## config.mk

```make
export PLATFORM = sky130hd
export DESIGN_NAME = trace_capture
export DESIGN_NICKNAME = d
export VERILOG_FILES = /design/src/rtl/trace_capture.sv
export SDC_FILE = /design/constraint.sdc
export NUM_CORES = 1
export LEC_CHECK = 0
export ABC_AREA = 1
export ABC_CLOCK_PERIOD_IN_PS = 1560
export CAP_MARGIN = 5
export CORE_ASPECT_RATIO = 1.75
export CORE_MARGIN = 2
export CORE_UTILIZATION = 25
export CTS_CLUSTER_DIAMETER = 60
export DETAILED_ROUTE_END_ITERATION = 12
export PLACE_DENSITY = 0.43
export REMOVE_ABC_BUFFERS = 1
export SLEW_MARGIN = 30
export SYNTH_ARGS = -nofsm -noshare
export SYNTH_HDL_FRONTEND = slang
export SYNTH_SLANG_ARGS = --single-unit
```

## constraint.sdc

```tcl
create_clock -name clk -period 1.56 [get_ports clk]
set_input_delay 0.234 -clock clk [delete_from_list [all_inputs] [get_ports clk]]
set_output_delay 0.234 -clock clk [all_outputs]
set_load 0.03 [all_outputs]
```

## src/rtl/trace_capture.sv

```systemverilog
// trace_capture: per-player stroke capture stage for the 4x4 rune grid.
//
// Debounced direction buttons move a cursor over the grid (cell = row*4 + col).
// While the draw button is held, every visited cell is ORed into a 16-bit
// traced mask. The mask is cleared whenever the displayed target rune changes,
// and both the mask and the cursor are restored when the trace screen closes.
//
// Optional feature macro: TRACE_CURSOR_WRAP_EN
//   defined   -> moves off a grid edge wrap within the same row/column
//   undefined -> moves off a grid edge are ignored (cursor saturates)
//
// Parameters:
//   START_CELL    cursor cell after reset, screen entry and screen exit
//   MOVE_HOLDOFF  auto-repeat period in cycles for a held direction, 0 = off
//
// Ports:
//   clk              system clock
//   resetn           asynchronous active-low reset
//   trace_screen_on  trace screen active
//   btn_up/down/left/right  debounced direction levels
//   btn_draw         pen-down level
//   target           rune currently displayed
//   traced           accumulated cell mask (registered)
//   cursor           current cell (registered)
//   drawing          high while in DRAW (registered)
//   stroke_done      one-cycle pulse after a pen lift (registered)
module trace_capture #(
  parameter int START_CELL   = 0,
  parameter int MOVE_HOLDOFF = 4
) (
  input  logic        clk,
  input  logic        resetn,
  input  logic        trace_screen_on,
  input  logic        btn_up,
  input  logic        btn_down,
  input  logic        btn_left,
  input  logic        btn_right,
  input  logic        btn_draw,
  input  logic [15:0] target,
  output logic [15:0] traced,
  output logic [3:0]  cursor,
  output logic        drawing,
  output logic        stroke_done
);

`ifdef TRACE_CURSOR_WRAP_EN
  localparam bit WRAP_EN = 1'b1;
`else
  localparam bit WRAP_EN = 1'b0;
`endif

  // A zero holdoff still needs a one-bit counter to keep the declarations legal.
  localparam int HW = (MOVE_HOLDOFF < 1) ? 1 : $clog2(MOVE_HOLDOFF + 1);
  localparam logic [HW-1:0] HOLD_MAX  = HW'(MOVE_HOLDOFF);
  localparam logic [HW-1:0] HOLD_LAST = HW'(MOVE_HOLDOFF - 1);
  localparam logic [3:0]    START_C   = 4'(START_CELL);

  typedef enum logic [1:0] {
    S_IDLE  = 2'd0,
    S_AIM   = 2'd1,
    S_DRAW  = 2'd2,
    S_CLEAR = 2'd3
  } state_t;

  state_t          state_q, state_d;
  logic [15:0]     traced_q, traced_d;
  logic [15:0]     prev_target_q, prev_target_d;
  logic [3:0]      cursor_q, cursor_d;
  logic            drawing_q, drawing_d;
  logic            stroke_q, stroke_d;
  logic [3:0]      btn_prev_q;
  logic [3:0]      dir_q;
  logic [HW-1:0]   hold_q, hold_d;

  logic [3:0]      btn_vec_s;
  logic [3:0]      sel_s;
  logic            rise_s;
  logic            rpt_s;
  logic            move_s;
  logic            tchg_s;
  logic [3:0]      moved_s;
  logic [15:0]     cur_bit_s;

  // Direction vector bit order: [0]=up [1]=down [2]=left [3]=right.
  assign btn_vec_s = {btn_right, btn_left, btn_down, btn_up};
  assign tchg_s    = (target != prev_target_q);
  assign cur_bit_s = 16'd1 << cursor_q;

  // Priority-select the single acting direction.
  always_comb begin
    sel_s = 4'b0000;
    if (btn_up) begin
      sel_s = 4'b0001;
    end else if (btn_down) begin
      sel_s = 4'b0010;
    end else if (btn_left) begin
      sel_s = 4'b0100;
    end else if (btn_right) begin
      sel_s = 4'b1000;
    end else begin
      sel_s = 4'b0000;
    end
  end

  // A move fires on a fresh press of the selected direction, or when the same
  // direction has been held for a full holdoff period since the last move.
  assign rise_s = |(sel_s & ~btn_prev_q);
  assign rpt_s  = (MOVE_HOLDOFF != 0) && (sel_s != 4'b0000) &&
                  (sel_s == dir_q) && (hold_q >= HOLD_LAST);
  assign move_s = rise_s | rpt_s;

  // Holdoff counter: restart on any move or direction change, else saturate.
  always_comb begin
    hold_d = hold_q;
    if (move_s || (sel_s != dir_q)) begin
      hold_d = '0;
    end else if (hold_q < HOLD_MAX) begin
      hold_d = hold_q + 1'b1;
    end else begin
      hold_d = hold_q;
    end
  end

  // Candidate cursor after applying the selected move with edge handling.
  always_comb begin
    moved_s = cursor_q;
    if (move_s) begin
      case (sel_s)
        4'b0001: moved_s = (cursor_q[3:2] == 2'd0) ? (WRAP_EN ? cursor_q + 4'd12 : cursor_q)
                                                   : cursor_q - 4'd4;
        4'b0010: moved_s = (cursor_q[3:2] == 2'd3) ? (WRAP_EN ? cursor_q - 4'd12 : cursor_q)
                                                   : cursor_q + 4'd4;
        4'b0100: moved_s = (cursor_q[1:0] == 2'd0) ? (WRAP_EN ? cursor_q + 4'd3 : cursor_q)
                                                   : cursor_q - 4'd1;
        4'b1000: moved_s = (cursor_q[1:0] == 2'd3) ? (WRAP_EN ? cursor_q - 4'd3 : cursor_q)
                                                   : cursor_q + 4'd1;
        default: moved_s = cursor_q;
      endcase
    end else begin
      moved_s = cursor_q;
    end
  end

  // State register.
  always_ff @(posedge clk or negedge resetn) begin
    if (!resetn) begin
      state_q <= S_IDLE;
    end else begin
      state_q <= state_d;
    end
  end

  // Next-state logic: screen exit beats target change, which beats draw.
  always_comb begin
    state_d = state_q;
    if (!trace_screen_on) begin
      state_d = S_IDLE;
    end else begin
      case (state_q)
        S_IDLE:  state_d = S_AIM;
        S_AIM:   state_d = tchg_s ? S_CLEAR : (btn_draw ? S_DRAW : S_AIM);
        S_DRAW:  state_d = tchg_s ? S_CLEAR : (btn_draw ? S_DRAW : S_AIM);
        S_CLEAR: state_d = S_AIM;
        default: state_d = S_IDLE;
      endcase
    end
  end

  // Output/datapath next values; the current cell is marked before moving.
  always_comb begin
    traced_d      = traced_q;
    cursor_d      = cursor_q;
    prev_target_d = prev_target_q;
    stroke_d      = 1'b0;
    drawing_d     = (state_d == S_DRAW);
    if (!trace_screen_on) begin
      traced_d = 16'h0000;
      cursor_d = START_C;
      if (state_q == S_IDLE) begin
        prev_target_d = target;
      end else begin
        prev_target_d = prev_target_q;
      end
    end else begin
      case (state_q)
        S_IDLE: begin
          traced_d      = 16'h0000;
          cursor_d      = START_C;
          prev_target_d = target;
        end
        S_AIM: begin
          if (tchg_s) begin
            prev_target_d = target;
          end else begin
            cursor_d = moved_s;
            traced_d = btn_draw ? (traced_q | cur_bit_s) : traced_q;
          end
        end
        S_DRAW: begin
          if (tchg_s) begin
            prev_target_d = target;
          end else if (!btn_draw) begin
            stroke_d = 1'b1;
            cursor_d = moved_s;
          end else begin
            traced_d = traced_q | cur_bit_s;
            cursor_d = moved_s;
          end
        end
        S_CLEAR: traced_d = 16'h0000;
        default: begin
          traced_d = 16'h0000;
          cursor_d = START_C;
        end
      endcase
    end
  end

  // Datapath and output registers.
  always_ff @(posedge clk or negedge resetn) begin
    if (!resetn) begin
      traced_q      <= 16'h0000;
      cursor_q      <= START_C;
      drawing_q     <= 1'b0;
      stroke_q      <= 1'b0;
      prev_target_q <= 16'h0000;
      btn_prev_q    <= 4'b0000;
      dir_q         <= 4'b0000;
      hold_q        <= '0;
    end else begin
      traced_q      <= traced_d;
      cursor_q      <= cursor_d;
      drawing_q     <= drawing_d;
      stroke_q      <= stroke_d;
      prev_target_q <= prev_target_d;
      btn_prev_q    <= btn_vec_s;
      dir_q         <= sel_s;
      hold_q        <= hold_d;
    end
  end

  assign traced      = traced_q;
  assign cursor      = cursor_q;
  assign drawing     = drawing_q;
  assign stroke_done = stroke_q;

endmodule

```

Word-level counts from Yosys, hierarchy flattened
Index checks and enable logic that the tools add are counted.
- shifts and indexed selects: 1
- eq/ne operators: 23
- bitwise gates (word level): 4
- mux-type cells: 31
- div/mod/pow operators: 0
- $mul: 0
- $add $sub $neg: 5
- $lt $le $gt $ge: 2
- reduce and logical (&&, ||, !) cells: 16
- operators with widths (cell ; number):
    $mux W16 ; 6
    $pmux W16 S2 ; 2
    $mux W4 ; 11
    $ne A16 B16 Y1 ; 1
    $ne A4 B4 Y1 const B ; 4
    $or A16 B16 Y16 ; 1
    $pmux W4 S4 ; 1
    $shl A1 B4 Y16 const A ; 1
    $ne A3 B2 Y1 const B ; 4
    $eq A2 B2 Y1 const B ; 5
    $pmux W4 S2 ; 1
    $reduce_and A8 Y1 ; 1
    $logic_not A2 Y1 ; 3
    $mux W2 ; 3
    $mux W3 ; 2
    $ne A6 B2 Y1 const B ; 1
    $reduce_bool A2 Y1 ; 3
    $add A4 B1 Y4 const B ; 1
    $add A4 B3 Y4 const B ; 1
    $and A4 B4 Y4 ; 1
    $eq A4 B1 Y1 const B ; 1
    $eq A4 B2 Y1 const B ; 1
    $eq A4 B3 Y1 const B ; 1
    $eq A4 B4 Y1 ; 1
    other kinds (20) ; 25
- latch bits: 0
- word-level logic and storage cells: 91
- RAM bits: 0
- memories kept: 0
- register bits: 51
- bits in read-only memories: 0
- output and inout port bits: 22
- input port bits: 24

Depth between registers and ports, before layout
- word-level depth: 12
- mapped depth: 13
- mapped depth without buffers: 13

Worst setup path after synthesis
No wires, ideal clock.
- path type: reg2reg
- start: reg cursor_q[0] (netlist: cursor[0])
- end: reg cursor_q[2] (netlist: cursor[2])
- setup slack: -0.193 ns
- required time: 1.433 ns
- clock period less this slack: 1.753 ns
- buffers on the path: 0
- arrival: 1.625 ns
- library setup time: 0.127 ns
- cell stages (with the launch flop): 8
- cell sequence: dfrtp_1 inv_1 fa_1 xnor2_1 o21ai_0 a21oi_1 nand2_1 o21ai_0
- word-level cells in the longest chain between the ends: 7
- elaborated cells between the ends (all ways): 18
- those cells by class: add/sub (4); eq/ne (3); mux (9); reduce/logical (2)
- ends and longest elaborated chain (item ; line ; text):
    start: declaration ; 68 ; logic [3:0] cursor_q, cursor_d;
    start signal: assignment ; 232 ; cursor_q <= cursor_d;
    $add A4 B1 Y4, or another cell as far along ; 136 ; : cursor_q + 4'd1;
    $mux W4, on equally long branches ; - ;
    $pmux W4 S4 ; 128 ; case (sel_s)
    $mux W4 ; 127 ; if (move_s) begin
    $mux W4 ; 200 ; if (tchg_s) begin
    $pmux W4 S2 ; 185 ; case (state_q)
    $mux W4 ; 176 ; if (!trace_screen_on) begin
Parallel ways exist; a longest one is shown, timed or not. The select of a mux whose other input is x is not followed.
A chain may end at the register's enable or synchronous reset.

Worst setup path in the final report
- start: reg state_q[0]
- end: reg cursor_q[1] (netlist: cursor[1])
- word-level cells in the longest chain between the ends: 4
- elaborated cells between the ends (all ways): 15
- those cells by class: eq/ne (10); mux (2); reduce/logical (3)
- ends and longest elaborated chain (item ; line ; text):
    start: declaration ; 65 ; state_t state_q, state_d;
    start signal: assignment ; 149 ; state_q <= state_d;
    $eq A2 B2 Y1 or $eq A2 B1 Y1 (tied branches) ; 185 ;
    $reduce_or A2 Y1 (no source line) ; - ;
    $ne A6 B2 Y1 (no source line), or another cell as far along ; - ;
    $reduce_and A8 Y1 (no source line) or $mux W4 (tied branches) ; - ;
Parallel ways exist; a longest one is shown, timed or not.

==> qor.txt <==
Fin. Hold Viols - 0
Worst Hold End - btn_prev_q[3]$_DFF_PN0_
Reg2reg end - cursor[1]$_DFFE_PN0P_
Worst-skew pair later-pin latency - 300 ps
Vias in the first global route - 2733
Worst min path class - primary input to flop
WP data arrival - 1790 ps
IO buf count - 45
Post-DP Area - 3760 sq um
Leakage power - 0.00225 uW
Final WS setup - -45.0 ps
Fraction of the mapped netlist area in adder cells - 4.29%
Int Power - 2460 uW
CTS max path bufs - 2
Diode count - 0
Max-slew headroom at the worst pin - 64.6%
Pin count of the biggest net entering global routing - 33
I/O Pins - 46
Crit path capture type - flop
Via density - 4.29
GR Overflow Total - 0
Post-synthesis xor/xnor area fraction - 1.25%
CTS root buffer - clkbuf_16
Worst-path cell with the longest stage delay - dfrtp_1
Synthesized flop and latch total - 50
Buf/Inv on CP - 2
DRT Pass-1 Iters - 4
Fin crit share - 103%
Clock power share - 32.1%
Post-DRT Antenna Nets - 0
First-pass GRT wire length - 12.5 mm
Critical path startpoint category - flop
Synth area leaders - dfrtp_1 45%, nand2_1 17%, inv_1 8.2%, nor2_1 7.6%, o21ai_0 4.8%
WHS Path Cells - 1
GR Util All Layers - 13.1%
Synth Area in Compound Gates - 8.71%
Worst slew pin tran - 531 ps
# rows - 51
Max Clk Rate - 623 MHz
Mapped cell area - 2800 sq um
WL/cell - 11.7 um
Worst-path clk slew - 70 ps
Status - finished with violations
Critical path data required time - 1750 ps
Sequential power share - 40.9%
Hold path start - btn_right
# DRC - 0
Max-slew violation count - 0
Starting Density - 25.4%
Die height - 144 um
Avg Inst Size Synth - 7.10 sq um
Final GP Congestion - 0.752
Clock skew - 7.85 ps
Reg2reg start - state_q[0]$_DFF_PN0_
Reg2Reg Depth - 13
Mux share of post-synthesis cell area - 0%
VDD IR-drop max - 0.000556 V
Layout cells sized above 1 - 22.7%
Die ar. - 12100 sq um
Failing checks - negative setup slack
DRT Wirelength - 7.36 mm
Dpl hpwl - 5.55 mm
CTS tree - done
Area leader, netlist - dfrtp_1
Max H-tree Level - 2
Sw Share - 31.9%
Psw - 1150 uW
Yosys warns - 0
Unrepaired setup endpoints after global routing - yes
Synthesis-to-finish area growth - 46.7%
Setup violators final - 7
PwrDens - 879 nW/um^2
Via count - 2698
MaxCap Viol Count - 0
Reg2reg setup slack - -40 ps
Crit path max-delay family - simple AND/OR/NAND/NOR gates
Nets - 529
Initial drt markers - 120
Synth Area in Simple Gates - 30.8%
Logic pwr share - 27.0%
Worst Path Max Fanout - 7
Cell variety after synth - 27
Max stage delay on crit path - 360 ps
Largest family of logic cells by synthesized area - simple AND/OR/NAND/NOR gates
Setup_tns - -110 ps
Worst path cell trace - inv_2 > ha_4 > clkinv_2 > nand3_2 > o21ai_1 > nor2_1 > nand3_1 > nor2_2 > nand2_2 > nand2_4 > nand2_2 > nand2_1 > nand2_1
Post-route minimum period - 1600 ps
Core Box Area - 11000 sq um
Post-synthesis cell count - 395
TritonCTS sink count - 50
Synth top area share - 44.6%
Die W - 84.0 um
Post-route cell area - 4110 sq um
Initial antenna violation count - 0
Total CTS buffers - 5
WS Path Type - flop to flop
Sequential area share after synthesis - 44.6%
## power groups by stage
stage | Combinational (uW) | Sequential (uW) | Clock (uW)
finish | 976 | 1480 | 1160
global route | 1110 | 1490 | 1270
CTS | 972 | 1480 | 1220
detailed placement | 925 | 1500 | 0
global placement | 918 | 1500 | 0
floorplan | 422 | 1540 | 0
## cell usage in the layout (no fill, tap or decap), drive strengths merged, types with 2 or more instances in the layout
cell	instances
a21oi	14
buf	57
clkbuf	6
clkdlybuf4s50	3
clkinv	3
dfrtp	50
dlygate4sd2	37
dlymetal6s2s	4
ha	8
inv	63
nand2	134
nand3	12
nand3b	2
nand4	2
nor2	60
nor3	4
o21ai	30
xor2	3
## worst max path at each step
stage	from	cells past startpoint	end	slack, ps
global route	prev_target_q[1]$_DFFE_PN0P_	13	traced[5]$_DFFE_PN0P_	-190
floorplan	state_q[1]$_DFF_PN0_	9	traced[0]$_DFFE_PN0P_	-280
detailed placement	btn_right	13	cursor[3]$_DFFE_PN0P_	-590
CTS	state_q[1]$_DFF_PN0_	12	cursor[1]$_DFFE_PN0P_	-60
global placement	btn_right	13	cursor[3]$_DFFE_PN0P_	-520
finish	state_q[0]$_DFF_PN0_	13	cursor[1]$_DFFE_PN0P_	-40
## what timing repair did
action	4_1_cts	5_1_grt
setup endpoints to repair	58	39
hold buffers	1	0
resized for setup	85	19
pin swaps	23	12
hold endpoints to repair	15	0
buffers inserted	3	2
## cell families (layout without fill, tap and decap cells)
logic type	Yosys count	count (layout)
AOI/OAI and AO/OA	46	46
xor gates and xnor gates	4	4
adders and majority gates	9	9
buffers and inverters	72	174
DFF	50	50
and+or+nand+nor	214	214
## synth_stat cells
library cell / instances
ha_1: 8
buf_4: 2
nand3b_1: 2
fa_1: 1
inv_1: 61
o21ai_1: 2
nor2_2: 3
nor3_1: 4
nand2_4: 2
inv_2: 2
nand3_1: 12
o21ai_0: 27
buf_2: 3
buf_6: 1
o21ai_4: 1
xor2_1: 3
a31oi_1: 1
dfrtp_1: 50
nor2_1: 57
clkinv_1: 1
nand2_2: 2
a21oi_1: 14
xnor2_1: 1
nand4_1: 2
nand2_1: 130
o22ai_1: 1
clkbuf_1: 2
## sequential cells by signal, indices dropped and copies added (netlist names)
signal         flops
btn_prev_q         3
cursor             4
dir_q              4
drawing            1
hold_q             3
prev_target_q     16
state_q            2
stroke_done        1
traced            16
## per-layer routing
metal	vias up	GRT usage (%)	wire (um)
li1	1404	-	-
met1	1249	15.0	3070
met2	34	23.6	3880
met3	11	2.45	213
met4	0	5.77	191
met5	-	0	0
## layout make-up
cell class	count	area [sq um]
Tap cell	132	165
Sequential cell	50	1250
Multi-Input combinational cell	273	1420
Clock inverter	2	17.5
Fill cell	1206	6930
Timing Repair Buffer	102	871
Clock buffer	6	139
Inverter	64	244
## stage by stage
stage	instances	hold WS (ps)	util, %	worst slack (ps)	power (uW)
finish	629	214	37.2	-45.0	3620
global route	629	219	37.2	-195	3870
CTS	627	206	36.7	-57.7	3670
detailed placement	615	248	34.1	-592	2430
global placement	615	240	34.1	-524	2420
floorplan	387	-61.6	-	-285	1970
Power figures use the tool's default switching activity.
